$ cat src/rtl/arm_seq_pkg.sv
// Shared types and constants for the LDM/STM register-list sequencer.
package arm_seq_pkg;

  typedef enum logic [2:0] {
    IDLE,
    SCAN,
    RD,
    MEM,
    WR,
    WB,
    DONE
  } seq_state_t;

  localparam logic [3:0]  REG_PC     = 4'd15;
  localparam int unsigned WORD_BYTES = 4;

endpackage

$ cat src/rtl/reg_list_scan.sv
// Combinational register-list scanner: index of the lowest set bit (with valid) and popcount.
module reg_list_scan (
  input  logic [15:0] i_list,
  output logic [3:0]  o_idx,
  output logic        o_valid,
  output logic [4:0]  o_count
);

  // Walk from the top down so the lowest set bit is the last one written.
  always_comb begin
    o_idx   = '0;
    o_valid = 1'b0;
    o_count = '0;
    for (int unsigned i = 16; i > 0; i--) begin
      if (i_list[i-1]) begin
        o_idx   = 4'(i - 1);
        o_valid = 1'b1;
      end
      o_count = o_count + {4'b0000, i_list[i-1]};
    end
  end

endmodule

$ cat src/rtl/ldm_stm_sequencer.sv
// LDM/STM sequencer: walks a register list one transfer at a time, base writeback last.
// Optional macro SEQ_ALIGN_CHECK_EN adds align_abort for a misaligned base address.
import arm_seq_pkg::*;

module ldm_stm_sequencer #(
  parameter int unsigned ADDR_W = 32,
  parameter int unsigned DATA_W = 32
) (
  input  logic              clk1,
  input  logic              rst,
  input  logic              start,
  input  logic              is_load,
  input  logic              pre,
  input  logic              up,
  input  logic              wback,
  input  logic [3:0]        base_reg,
  input  logic [ADDR_W-1:0] base_addr,
  input  logic [15:0]       reg_list,
  output logic              busy,
  output logic              done,
  output logic [4:0]        rb_address,
  output logic              rb_w,
  output logic [DATA_W-1:0] rb_write,
  input  logic [DATA_W-1:0] rb_read,
  output logic              rb_pc_w,
  output logic [DATA_W-1:0] rb_pc_write,
  output logic              mem_req,
  output logic              mem_we,
  output logic [ADDR_W-1:0] mem_addr,
  output logic [DATA_W-1:0] mem_wdata,
  input  logic [DATA_W-1:0] mem_rdata,
`ifdef SEQ_ALIGN_CHECK_EN
  output logic              align_abort,
`endif
  input  logic              mem_ack
);

  localparam logic [ADDR_W-1:0] STEP = ADDR_W'(WORD_BYTES);

  seq_state_t        r_state;
  seq_state_t        w_next;

  logic [15:0]       r_list;
  logic              r_is_load;
  logic              r_wback;
  logic              r_rd_phase;
  logic [3:0]        r_base_reg;
  logic [3:0]        r_cur;
  logic [ADDR_W-1:0] r_addr;
  logic [ADDR_W-1:0] r_final;
  logic [DATA_W-1:0] r_wdata;
  logic [DATA_W-1:0] r_rdata;
`ifdef SEQ_ALIGN_CHECK_EN
  logic              r_abort;
  logic              w_misaligned;
`endif

  logic [15:0]       w_scan_list;
  logic [3:0]        w_idx;
  logic              w_valid;
  logic [4:0]        w_count;
  logic [ADDR_W-1:0] w_base;
  logic [ADDR_W-1:0] w_span;
  logic [ADDR_W-1:0] w_start_addr;
  logic [ADDR_W-1:0] w_final;
  logic              w_wb_en;

  // One scanner serves both jobs: popcount of the incoming list in IDLE, lowest pending bit afterwards.
  assign w_scan_list = (r_state == IDLE) ? reg_list : r_list;

  reg_list_scan u_scan (
    .i_list  (w_scan_list),
    .o_idx   (w_idx),
    .o_valid (w_valid),
    .o_count (w_count)
  );

  assign w_base  = base_addr & ~ADDR_W'(3);
  assign w_span  = ADDR_W'(w_count) * STEP;
  assign w_final = up ? (w_base + w_span) : (w_base - w_span);
  // A loaded base wins over writeback, and an empty list never writes back.
  assign w_wb_en = wback && (w_count != 5'd0) && !(is_load && reg_list[base_reg]);
`ifdef SEQ_ALIGN_CHECK_EN
  assign w_misaligned = (base_addr[1:0] != 2'b00);
`endif

  always_comb begin
    w_start_addr = w_base;
    case ({pre, up})
      2'b01:   w_start_addr = w_base;
      2'b11:   w_start_addr = w_base + STEP;
      2'b00:   w_start_addr = w_base - w_span + STEP;
      default: w_start_addr = w_base - w_span;
    endcase
  end

  always_ff @(posedge clk1) begin
    if (rst) r_state <= IDLE;
    else     r_state <= w_next;
  end

  always_comb begin
    w_next = r_state;
    case (r_state)
      IDLE: begin
        if (start) begin
`ifdef SEQ_ALIGN_CHECK_EN
          w_next = w_misaligned ? DONE : SCAN;
`else
          w_next = SCAN;
`endif
        end
      end
      SCAN: begin
        if (w_valid)      w_next = r_is_load ? MEM : RD;
        else if (r_wback) w_next = WB;
        else              w_next = DONE;
      end
      RD:      if (r_rd_phase) w_next = MEM;
      MEM:     if (mem_ack) w_next = r_is_load ? WR : SCAN;
      WR:      w_next = SCAN;
      WB:      w_next = DONE;
      DONE:    w_next = IDLE;
      default: w_next = IDLE;
    endcase
  end

  // RD spans two cycles: address out, then capture the registered regbank read.
  always_ff @(posedge clk1) begin
    if (rst) begin
      r_list     <= '0;
      r_is_load  <= 1'b0;
      r_wback    <= 1'b0;
      r_rd_phase <= 1'b0;
      r_base_reg <= '0;
      r_cur      <= '0;
      r_addr     <= '0;
      r_final    <= '0;
      r_wdata    <= '0;
      r_rdata    <= '0;
`ifdef SEQ_ALIGN_CHECK_EN
      r_abort    <= 1'b0;
`endif
    end else begin
      case (r_state)
        IDLE: begin
          if (start) begin
            r_list     <= reg_list;
            r_is_load  <= is_load;
            r_wback    <= w_wb_en;
            r_base_reg <= base_reg;
            r_addr     <= w_start_addr;
            r_final    <= w_final;
            r_rd_phase <= 1'b0;
`ifdef SEQ_ALIGN_CHECK_EN
            r_abort    <= w_misaligned;
`endif
          end
        end
        SCAN: begin
          r_cur      <= w_idx;
          r_rd_phase <= 1'b0;
        end
        RD: begin
          r_rd_phase <= 1'b1;
          if (r_rd_phase) r_wdata <= rb_read;
        end
        MEM: begin
          if (mem_ack) begin
            if (r_is_load) begin
              r_rdata <= mem_rdata;
            end else begin
              r_list[r_cur] <= 1'b0;
              r_addr        <= r_addr + STEP;
            end
          end
        end
        WR: begin
          r_list[r_cur] <= 1'b0;
          r_addr        <= r_addr + STEP;
        end
        DONE: begin
`ifdef SEQ_ALIGN_CHECK_EN
          r_abort <= 1'b0;
`endif
        end
        default: ;
      endcase
    end
  end

  always_comb begin
    busy        = (r_state != IDLE);
    done        = 1'b0;
    rb_address  = '0;
    rb_w        = 1'b0;
    rb_write    = '0;
    rb_pc_w     = 1'b0;
    rb_pc_write = '0;
    mem_req     = 1'b0;
    mem_we      = 1'b0;
    mem_addr    = '0;
    mem_wdata   = '0;
`ifdef SEQ_ALIGN_CHECK_EN
    align_abort = 1'b0;
`endif
    case (r_state)
      RD: rb_address = {1'b0, r_cur};
      MEM: begin
        mem_req   = 1'b1;
        mem_we    = !r_is_load;
        mem_addr  = r_addr;
        mem_wdata = r_is_load ? '0 : r_wdata;
      end
      WR: begin
        if (r_cur == REG_PC) begin
          rb_pc_w     = 1'b1;
          rb_pc_write = r_rdata;
        end else begin
          rb_w       = 1'b1;
          rb_address = {1'b0, r_cur};
          rb_write   = r_rdata;
        end
      end
      WB: begin
        rb_w       = 1'b1;
        rb_address = {1'b0, r_base_reg};
        rb_write   = DATA_W'(r_final);
      end
      DONE: begin
        done = 1'b1;
`ifdef SEQ_ALIGN_CHECK_EN
        align_abort = r_abort;
`endif
      end
      default: ;
    endcase
  end

endmodule

$ cat config.mk
export PLATFORM = sky130hd
export DESIGN_NAME = ldm_stm_sequencer
export DESIGN_NICKNAME = d
export VERILOG_FILES = /design/src/rtl/arm_seq_pkg.sv /design/src/rtl/reg_list_scan.sv /design/src/rtl/ldm_stm_sequencer.sv
export SDC_FILE = /design/constraint.sdc
export NUM_CORES = 1
export LEC_CHECK = 0
export CORE_ASPECT_RATIO = 0.6
export CORE_UTILIZATION = 35
export CTS_CLUSTER_SIZE = 30
export DETAILED_ROUTE_END_ITERATION = 10
export HOLD_SLACK_MARGIN = 0.05
export PLACE_DENSITY = 0.61
export SLEW_MARGIN = 20
export SYNTH_ARGS = -nofsm -noshare
export SYNTH_HDL_FRONTEND = slang
export SYNTH_SLANG_ARGS = --single-unit
$ cat constraint.sdc
create_clock -name clk1 -period 13.61 [get_ports clk1]
set_input_delay 1.361 -clock clk1 [delete_from_list [all_inputs] [get_ports clk1]]
set_output_delay 1.361 -clock clk1 [all_outputs]
set_load 0.1 [all_outputs]
Yosys cells after proc, flatten, opt, wreduce, memory -nomap -nowiden --
Cells that the tools add are included.
Word-level totals: output and inout bits 139, bits of input ports 124, bits in registers 158, word-level logic and storage cells 140
Operators by class: bitwise gates (word level) 2, order comparisons 3, reduce and logical (&&, ||, !) cells 18, multiplexer cells 73, add/sub/neg operators 20, equal/unequal tests 13
Operators by type and width (count):
- $mux 32 | 10
- $pmux 32 s3 | 2
- $add 32x3->32 const B | 3
- $add 5x1->5 | 14
- $mux 4 | 17
- $mux 16 | 4
- $pmux 32 s2 | 1
- $pmux 16 s3 | 1
- $add 32x7->32 | 1
- $sub 32x7->32 | 1
- $mux 1 | 26
- $pmux 3 s6 | 1
- $and 16x16->16 | 1
- $not 16->16 | 1
- $mux 3 | 5
- $pmux 4 s3 | 1
- $lt 4x5->1 const B | 2
- $eq 3x3->1 const B | 3
- $reduce_bool 3->1 | 3
- $ne 2x2->1 const B | 4
- $eq 3x2->1 const B | 2
- $reduce_and 2->1 | 3
- $reduce_and 3->1 | 2
- $reduce_bool 5->1 | 1
- other kinds (16) | 20

Longest topological paths before layout --
word-level depth 22, depth in mapped cells 30

Hierarchy --
From an unflattened synthesis, not the netlist that was laid out.
Second synthesis, totals: cells, all modules 1721, area total of the unflattened synthesis 12129.1 sq um
By module, submodules not included:
- ldm_stm_sequencer | cells each 1648, instances 1, area an instance 11568.6 sq um
- reg_list_scan | cells each 73, instances 1, area an instance 560.5 sq um

Least setup slack after synthesis --
Ideal clock, no wire load.
path kind register to register, from reg r_state[1], to reg r_addr[29], setup slack 5499 ps, cell stages (with the launch flop) 26, data required time 13476 ps, period minus slack after synthesis 8111 ps, data arrival time 7977 ps, path through dfxtp_1 nor3_1 buf_1 clkbuf_1 mux2i_1 ha_1 inv_1 fa_1 fa_1 fa_1 fa_1 fa_1 fa_1 xor2_1 inv_1 ha_1 nor2b_1 a2111oi_4 buf_2 o21a_1 o221ai_2 a2111oi_1 nand2_1 or4_1 nand3_1 a21oi_1
On the way: word-level cells in the longest chain between the ends 22
Ends and longest elaborated chain:
- start, declared | RTL line ldm_stm_sequencer.sv:40 | seq_state_t r_state;
- start signal, assigned | RTL line ldm_stm_sequencer.sv:99 | else r_state <= w_next;
- $logic_not 3->1 | RTL line ldm_stm_sequencer.sv:69, ldm_stm_sequencer.sv:145
- $mux 16 | RTL line ldm_stm_sequencer.sv:69 | assign w_scan_list = (r_state == IDLE) ? reg_list : r_list;
- $add 1x1->2 | RTL line reg_list_scan.sv:19 | o_count = o_count + {4'b0000, i_list[i-1]};
- $add 5x1->5 (14 in a row) | RTL line reg_list_scan.sv:19
- $sub 32x7->32 | RTL line ldm_stm_sequencer.sv:92, ldm_stm_sequencer.sv:93
- $add 32x3->32 | RTL line ldm_stm_sequencer.sv:92 | 2'b00: w_start_addr = w_base - w_span + STEP;
- $pmux 32 s3 | RTL line ldm_stm_sequencer.sv:89 | case ({pre, up})
- $mux 32 | RTL line ldm_stm_sequencer.sv:147 | if (start) begin
- $pmux 32 s3 | RTL line ldm_stm_sequencer.sv:145 | case (r_state)
- end signal, assigned | RTL line ldm_stm_sequencer.sv:152 | r_addr <= w_start_addr;
- end signal, assigned | RTL line ldm_stm_sequencer.sv:174 | r_addr <= r_addr + STEP;
- end signal, assigned | RTL line ldm_stm_sequencer.sv:180 | r_addr <= r_addr + STEP;
- end, declared | RTL line ldm_stm_sequencer.sv:49 | logic [ADDR_W-1:0] r_addr;
Parallel ways exist; a longest one is shown, timed or not. The select of a mux whose other input is x is not followed. A chain may end at the register's enable or synchronous reset.

Worst setup path after layout --
from in reg_list[14], to reg r_addr[28]
On the way: word-level cells in the longest chain between the ends 21
Ends and longest elaborated chain:
- start, declared | RTL line ldm_stm_sequencer.sv:18 | input logic [15:0] reg_list,
- $mux 16 * | RTL line ldm_stm_sequencer.sv:69
- $add 1x1->2 * | RTL line reg_list_scan.sv:19
- $add 5x1->5 * (14 in a row) | RTL line reg_list_scan.sv:19
- $sub 32x7->32 * | RTL line ldm_stm_sequencer.sv:92, ldm_stm_sequencer.sv:93
- $add 32x3->32 | RTL line ldm_stm_sequencer.sv:92
- $pmux 32 s3 * | RTL line ldm_stm_sequencer.sv:89
- $mux 32 * | RTL line ldm_stm_sequencer.sv:147
- $pmux 32 s3 * | RTL line ldm_stm_sequencer.sv:145
Every way passes the cells marked *; elsewhere a longest branch is shown, timed or not. The select of a mux whose other input is x is not followed.

==> results.tsv <==
stage	metric	value	unit
hold_path	hp-class	register to register	
layout	drive_above_1_share	6.06	%
global_route	track_usage	27.5	%
layout	top_regs	r_rdata: 32 flops, r_wdata: 32 flops	
sta	min_period_over_period	66.8	%
floorplanning	die_y	146	um
clocking	clk_pin_slew	0.08	ns
clocking	worstSkewPairLatency	0.45	ns
drt	detail_route.wl_per_cell	21.1	um
logic_synthesis	synth_most_common_cell	nand2_1	
global_route	grt_pass1_wl	75900	um
sta	slew_violations	0	
global_route	antenna_found_initial	1	
place	dp_hpwl	36200	um
setup_path	worstPathRequired	13.90	ns
drt	vias_per_cell	5.80	
logic_synthesis	yosysUniqueCellTypes	88	
drt	routed-via-count	13600	
sta	rsz0062_at_grt	false	
sta	fmax	110	MHz
logic_synthesis	async_flop_share	0	%
drt	dr.pass1.iters	6	
floorplanning	io-pin-count	263	
layout	nFillCells	3424	
clocking	cts_setup_buffers	0	
logic_synthesis	syn_avg_cell_area	7.09	um^2
floorplanning	core_area	33800	um^2
setup_path	worstPathMaxFanout	18	
global_route	overflow	0	
logic_synthesis	ys_seq_area_share	25.5	%
sta	layout_min_cycle_time	9.09	ns
setup_path	worst_setup_path_start_kind	input pin	
clocking	root_buffer	clkbuf_16	
floorplanning	die_w	242	um
floorplanning	initial_core_util	35.8	%
logic_synthesis	synth_edf_count	0	
clocking	hold_buffers	0	
clocking	h-tree-depth	4	
logic_synthesis	ys_seq_elements	154	
layout	final_nets	2027	
clocking	cts_buffers	17	
setup_path	critPathKind	input pin to register	
setup_path	endpoint_kind	register	
drt	drc	0	
global_route	grt_max_degree	92	
place	placed_area	15000	um^2
place	dp_cells	2308	
job	drv_cap	0	
clocking	cts.sinks	154	
layout	syn_to_final_growth	28.7	%
logic_synthesis	synth_area	12100	um^2
clocking	cts_tree	done	
sta	worst_pin_slew	1.24	ns
clocking	cts.repair.resized	0	
clocking	clockBufferDepth	2	
logic_synthesis	ys_top_cells_by_area	dfxtp_1, nand2_1, a21oi_1, clkbuf_1, and2_1	
global_route	grt_pass1_vias	12600	
sta	max_slew_margin	16.7	%
layout	stdcell_count	2341	
logic_synthesis	yosys_warnings	0	
floorplanning	fp-row-count	52	
sta	skew	0.0133	ns
floorplanning	dieArea	35300	um^2
logic_synthesis	synth_top_cell_area_share	25.5	%
drt	routed_wl	49400	um
sta	hold_ws	0.451	ns
place	place_congestion	0.982	
layout	stdcell_area	15600	um^2
logic_synthesis	ys_dominant_reg_cell	dfxtp_1	
logic_synthesis	yosysTopAreaCell	dfxtp_1	
place	portBuffers	257	
sta	hold_viol	0	
run_status	outcome	finished, final reports clean	
setup_path	critPathArrivalTime	9.38	ns
logic_synthesis	synth_cells	1707	
logic_synthesis	synth_common_cells	nand2_1, a21oi_1, dfxtp_1	
sta	setup_viol	0	
drt	ant_nets	0	
sta	fin_tns_setup	0	ns
drt	drtIter0Drc	1600	
-- path summary, 6_finish.rpt --
path	start	to	slack, ns	depth (start not counted)
setup / recovery	reg_list[14]	r_addr[28]	4.52	23
hold / removal	r_wdata[17]	r_wdata[17]	0.45	2
setup reg to reg	r_state[1]	r_addr[28]	4.76	24
hold reg to reg	r_wdata[17]	r_wdata[17]	0.45	2
-- worst max-delay path: stages --
cell and delay (ns):
clkdlybuf4s50_1 0.45, mux2i_1 0.33, ha_1 0.32, inv_1 0.07, fa_1 0.44, fa_1 0.49, fa_1 0.53, fa_1 0.43
fa_1 0.41, fa_1 0.42, xor2_1 0.27, inv_1 0.07, ha_1 0.38, nor2b_1 0.36, a2111oi_4 0.09, buf_4 0.23
or4_1 0.54, a222oi_1 0.65, and2_1 0.48, and3_1 0.32, nand4b_1 0.14, a2111oi_0 0.43, o32ai_1 0.14
-- stage by stage --
step	utilization, %	worst slack, ns
after floorplan	-	5.50
after global placement	44.2	4.00
after detailed placement	44.2	3.85
after CTS	46.0	4.33
after global routing	46.0	4.12
final	46.0	4.52
-- cell type report --
class                   count  area [um^2]  area share, %
diodes                      1         2.50         0.0161
inverters                  44          165           1.06
flip-flops and latches    154         3080           19.8
well taps                 459          574           3.69
multi-input cells        1365         8350           53.7
clock buffers              17          425           2.73
clock inverters            15          175           1.13
repair buffers            286         2790           17.9
-- cells by family (layout without fill, tap and decap cells) --
kind of cell             count (synthesis)  count (layout)  synth area share [%]
AO/OA/AOI/OAI                          484             484                  25.1
other                                    1               4                0.0310
XOR/XNOR                                66              66                  4.78
adder cells (fa/ha/maj)                 35              35                  4.36
buffers and inverters                  190             362                  6.14
AND/OR/NAND/NOR                        745             745                  30.9
flip-flops                             154             154                  25.5
multiplexers                            32              32                  3.21
-- cell usage in the layout (no fill, tap or decap), types with 30 or more instances in the layout --
cell type,n
inv_1,42
clkdlybuf4s50_1,256
and2_1,74
and3_1,54
nor3_1,33
nand2_1,283
nand3_1,42
a21oi_1,207
a22o_1,33
nor2_1,116
dfxtp_1,154
buf_4,30
o21ai_0,87
xnor2_1,40
-- routing by layer --
metal | GRT usage (%) | part of all wire, % | vias up
met3 | 6.78 | 10 | 62
li1 | - | - | 6416
met1 | 41.9 | 48 | 6435
met2 | 38.0 | 40 | 674
met5 | 0 | 0 | -
met4 | 6.27 | 1.4 | 0
Power is left out: the tool's default activity adds up to more than one toggle a clock period on the data nets, which glitch-free logic cannot reach.
